$ cat config.mk
export PLATFORM = sky130hd
export DESIGN_NAME = serial_adder
export DESIGN_NICKNAME = d
export VERILOG_FILES = /design/src/rtl/serial_adder.sv
export SDC_FILE = /design/constraint.sdc
export NUM_CORES = 1
export LEC_CHECK = 0
export CAP_MARGIN = 20
export CORE_ASPECT_RATIO = 1.4
export CORE_UTILIZATION = 36
export DETAILED_ROUTE_END_ITERATION = 7
export GPL_ROUTABILITY_DRIVEN = 0
export HOLD_SLACK_MARGIN = 0.02
export PLACE_DENSITY_LB_ADDON = 0.2
export SETUP_SLACK_MARGIN = 0.02
export SLEW_MARGIN = 15
export SYNTH_ARGS = -nofsm -noshare
export SYNTH_HDL_FRONTEND = slang
export SYNTH_SLANG_ARGS = --single-unit
$ cat constraint.sdc
create_clock -name clk -period 2.55 [get_ports clk]
set_clock_uncertainty 0.15 [all_clocks]
set_input_delay 0.3825 -clock clk [delete_from_list [all_inputs] [get_ports clk]]
set_output_delay 0.3825 -clock clk [all_outputs]
set_load 0.02 [all_outputs]
$ cat src/rtl/serial_adder.sv
// serial_adder: multi-cycle adder that consumes DIGIT bits of each operand
// per clock through one ripple chain of DIGIT full-adder cells, with the
// carry held in a register between digits. A result takes WIDTH/DIGIT cycles.
// Optional build macro SERIAL_ADDER_SUB_EN adds a 'sub' input that turns the
// operation into A - B (computed as A + ~B + 1; carry=1 means no borrow).
// WIDTH must be a multiple of DIGIT.
module serial_adder #(
   parameter int WIDTH = 16,
   parameter int DIGIT = 1
) (
   input  logic             clk,
   input  logic             reset,
   input  logic             start,
`ifdef SERIAL_ADDER_SUB_EN
   input  logic             sub,
`endif
   input  logic [WIDTH-1:0] inA,
   input  logic [WIDTH-1:0] inB,
   input  logic             inCarry,
   output logic             busy,
   output logic             done,
   output logic [WIDTH-1:0] sum,
   output logic             carry
);

   localparam int N  = WIDTH / DIGIT;
   localparam int CW = (N > 1) ? $clog2(N) : 1;
   localparam logic [CW-1:0] LAST = CW'(N - 1);

   localparam logic [0:0] IDLE = 1'b0;
   localparam logic [0:0] RUN  = 1'b1;

   logic [0:0]       state_reg;
   logic [WIDTH-1:0] a_reg;
   logic [WIDTH-1:0] b_reg;
   logic [WIDTH-1:0] part_reg;
   logic             cy_reg;
   logic [CW-1:0]    count_reg;
   logic [WIDTH-1:0] sum_reg;
   logic             carry_reg;
   logic             done_reg;

   // Per-cell propagate/generate terms for the low digit of the operands.
   logic [DIGIT-1:0] prop;
   logic [DIGIT-1:0] gen;
   logic [DIGIT-1:0] digit_sum;
   logic             chain_out;

   // Operand B and the incoming carry as seen by the chain; subtraction
   // inverts B and forces a carry-in of one at capture time.
   logic [WIDTH-1:0] b_load;
   logic             cy_load;

   // Partial result: the new digit enters at the top and everything moves
   // down by DIGIT, so after N steps digit 0 sits at the LSB.
   logic [WIDTH+DIGIT-1:0] part_cat;
   logic [WIDTH-1:0]       part_next;

   genvar gi;
   generate
      for (gi = 0; gi < DIGIT; gi++) begin : g_cell
         assign prop[gi] = a_reg[gi] ^ b_reg[gi];
         assign gen[gi]  = a_reg[gi] & b_reg[gi];
      end
   endgenerate

   // Ripple the registered carry through the DIGIT full-adder cells.
   always_comb begin
      logic c;
      c         = cy_reg;
      digit_sum = '0;
      for (int i = 0; i < DIGIT; i++) begin
         digit_sum[i] = prop[i] ^ c;
         c            = gen[i] | (prop[i] & c);
      end
      chain_out = c;
   end

`ifdef SERIAL_ADDER_SUB_EN
   assign b_load  = sub ? ~inB : inB;
   assign cy_load = sub ? 1'b1 : inCarry;
`else
   assign b_load  = inB;
   assign cy_load = inCarry;
`endif

   assign part_cat  = {digit_sum, part_reg};
   assign part_next = part_cat[WIDTH+DIGIT-1:DIGIT];

   // Control FSM and datapath registers: capture in IDLE, one digit per RUN cycle.
   always_ff @(posedge clk) begin
      if (reset) begin
         state_reg <= IDLE;
         a_reg     <= '0;
         b_reg     <= '0;
         part_reg  <= '0;
         cy_reg    <= 1'b0;
         count_reg <= '0;
         sum_reg   <= '0;
         carry_reg <= 1'b0;
         done_reg  <= 1'b0;
      end else begin
         done_reg <= 1'b0;
         case (state_reg)
            IDLE: begin
               if (start) begin
                  a_reg     <= inA;
                  b_reg     <= b_load;
                  cy_reg    <= cy_load;
                  part_reg  <= '0;
                  count_reg <= '0;
                  state_reg <= RUN;
               end
            end
            RUN: begin
               a_reg     <= a_reg >> DIGIT;
               b_reg     <= b_reg >> DIGIT;
               part_reg  <= part_next;
               cy_reg    <= chain_out;
               count_reg <= count_reg + CW'(1);
               if (count_reg == LAST) begin
                  sum_reg   <= part_next;
                  carry_reg <= chain_out;
                  done_reg  <= 1'b1;
                  state_reg <= IDLE;
               end
            end
            default: state_reg <= IDLE;
         endcase
      end
   end

   assign busy  = (state_reg == RUN);
   assign done  = done_reg;
   assign sum   = sum_reg;
   assign carry = carry_reg;

endmodule

==> out/metrics.cfg <==
[clock_tree]
clk_latency_ns=0.32
clk_path_buf_depth=2
cts_tree=built
cts_hold_buf=0
cts.clk_slew.worst_paths_ns=0.06
ctsHtreeMaxLevel=3
cts_resized=0
numCtsBuffers=9
cts_setup_buffers=0
clock-root-buffer=clkbuf_16
clock_sinks=71

[setup_path]
cp_slowest_cell=clkdlybuf4s50_1
critPathRequiredTime_ns=2.02
setup.worst_path.start=busy
cp_max_fo=39
endpoint_kind=output port
crit_arrival_ns=1.65
crit_family=buffers and inverters
crit_buf_inv=1
path_cells=clkdlybuf4s50_1
r2r_start=busy
critPathKind=flip-flop to output port
slowest_delay_ns=0.69
cp-start-kind=flip-flop
r2r_slack_ns=0.70

[yosys]
synth_top_family_by_area=multiplexers
syn_area_sq_mm=0.00304
yosysTopAreaCell=dfxtp_1
synth_top_area_share_pct=46.8
synthDistinctLibCells=26
synthXorXnorAreaFrac_pct=0
synthMuxAreaShare_pct=22.7
ys_seq_area_share_pct=46.8
synth_seq_cells=71
synth-adder-area-share_pct=1.07
synth-compound-area-share_pct=6.88
synth-simple-area-share_pct=15.9
synth_nets=348
synthTopCellsByArea=dfxtp_1 (47%), mux2i_1 (11%), mux2_2 (8.5%), nor2_1 (6.2%), a21oi_1 (5.6%)
syn_area_per_cell_sq_um=9.80
synth.yosys.warnings=0
synth_cells=310

[timing]
tightest_slew_ns=0.811
relSlewSlack_pct=45.9
setup_viol=0
fin_crit_sh_pct=85.5
worst_slack_ns=0.371
final-hold-violation-count=0
drv_slew=0
clock.fmax_mhz=459
fin_crit_ns=2.18
setup_tns_ns=0
rsz0062_at_grt=no

[worst_hold_path]
hp-class=flip-flop to flip-flop
hp-start=sum[9]

[grt]
antenna_found_initial=0
grt_pass1_wl_microns=9840
grt_overflow=0
grt_pass1_vias=2095
grt_max_degree=72
grt_use_total_pct=14.4

[final_layout]
stdcell_count=460
register_area_sq_mm=0.00143
fillers=788
antenna_cells=0
fin_util_pct=47.0
drive_gt1_share_pct=13.4
fin_nets=392
syn_to_final_growth_pct=26.0
multi_input_area_sq_mm=0.00141

[floorplan]
initial_core_util_pct=37.3
die_height_microns=111
rows=39
die_w_microns=79.6
ios=55
core_sq_mm=0.00815
die-area_sq_mm=0.00881

[placement]
hpwl_microns=3570
place_inst=445
pre_cts_slack_ns=0.618
io_buffers=54

[detailed_routing]
num_vias=2217
detail-route-antenna-nets=0
drc=0
drt_wl_total_microns=5620
vias_per_cell=4.82
drtIter0Drc=73
drt_first_pass_iters=4
drt-wirelength-per-cell_microns=12.2

[power_and_ir_drop]
leakagePower_nw=1.43
peakVddDrop_uv=375
power.total_w=0.00260
powerDensity_mw_per_mm2=679

[flow_run]
max_cap_viol_count=0

[outcome]
status=completed

==> worst min-delay path, stage by stage, from the launching register on <==
cell     delay, ns
dfxtp_1       0.31
nand2_1       0.05
a21oi_1       0.05
==> where the power goes <==
group | internal (W) | total, W | switching, W
Sequential | 0.00115 | 0.00118 | 0.0000333
Combinational | 0.000131 | 0.000223 | 0.0000922
Clock | 0.000747 | 0.00120 | 0.000449
Total | 0.00203 | 0.00260 | 0.000574
==> layer usage <==
layer / vias to the layer above / global-route usage, % / share of wire [%]
met3: 7 / 4.44 / 4.2
li1: 1144 / - / -
met5: - / 0 / 0
met1: 1024 / 17.2 / 45
met4: 0 / 6.55 / 1.7
met2: 42 / 23.1 / 50
==> path summary, 6_finish.rpt <==
check / cells past startpoint / endpoint
max: 1 / busy
min: 2 / sum[9]
max reg2reg: 4 / count_reg[3]
min reg2reg: 2 / sum[9]
==> logic make-up (layout without fill, tap and decap cells) <==
logic type,count (synthesis),count (layout)
compound gates,39,39
fa+ha+maj,2,2
buf+inv,26,74
flops,71,71
mux,65,65
simple gates,107,107
==> synthesized netlist by cell type <==
cell       n
buf_4      3
a211oi_1   1
and4_1     1
fa_1       1
buf_6      7
mux2_2    23
a21oi_2    2
o21ai_0    1
buf_1      1
a41oi_1    1
nand3_1    1
nor3b_1   16
dfxtp_1   71
clkbuf_8   2
nand2_1   34
inv_1      1
a21oi_1   34
buf_12     1
nor2_1    50
buf_2      5
clkbuf_1   6
mux2_1     8
ha_1       1
nand4_2    1
mux2i_1   34
nor3_1     4
==> cell usage in the layout (no fill, tap or decap), types with 2 or more instances in the layout <==
cell type and count:
dfxtp_1 70, clkdlybuf4s50_1 52, nor2_1 50, mux2i_1 34, a21oi_1 34, nand2_1 34
mux2_2 23, nor3b_1 16, clkbuf_16 9, mux2_1 8, nor3_1 4, buf_4 3
a21oi_2 2, clkinvlp_4 2, clkinv_2 2, buf_2 2
==> final cells by class <==
class,instances,area share [%]
Sequential cell,71,37.2
Multi-Input combinational cell,213,36.9
Timing Repair Buffer,58,15.0
Clock buffer,9,5.88
Tap cell,102,3.33
Clock inverter,6,1.60
Inverter,1,0.0980
==> stage by stage <==
step / instance area (sq um) / hold slack, ns
floorplan: 3040 / 0.277
global placement: 3540 / 0.293
detailed placement: 3540 / 0.299
CTS: 3830 / 0.306
global route: 3830 / 0.318
finish: 3830 / 0.303
Power figures use the tool's default switching activity.
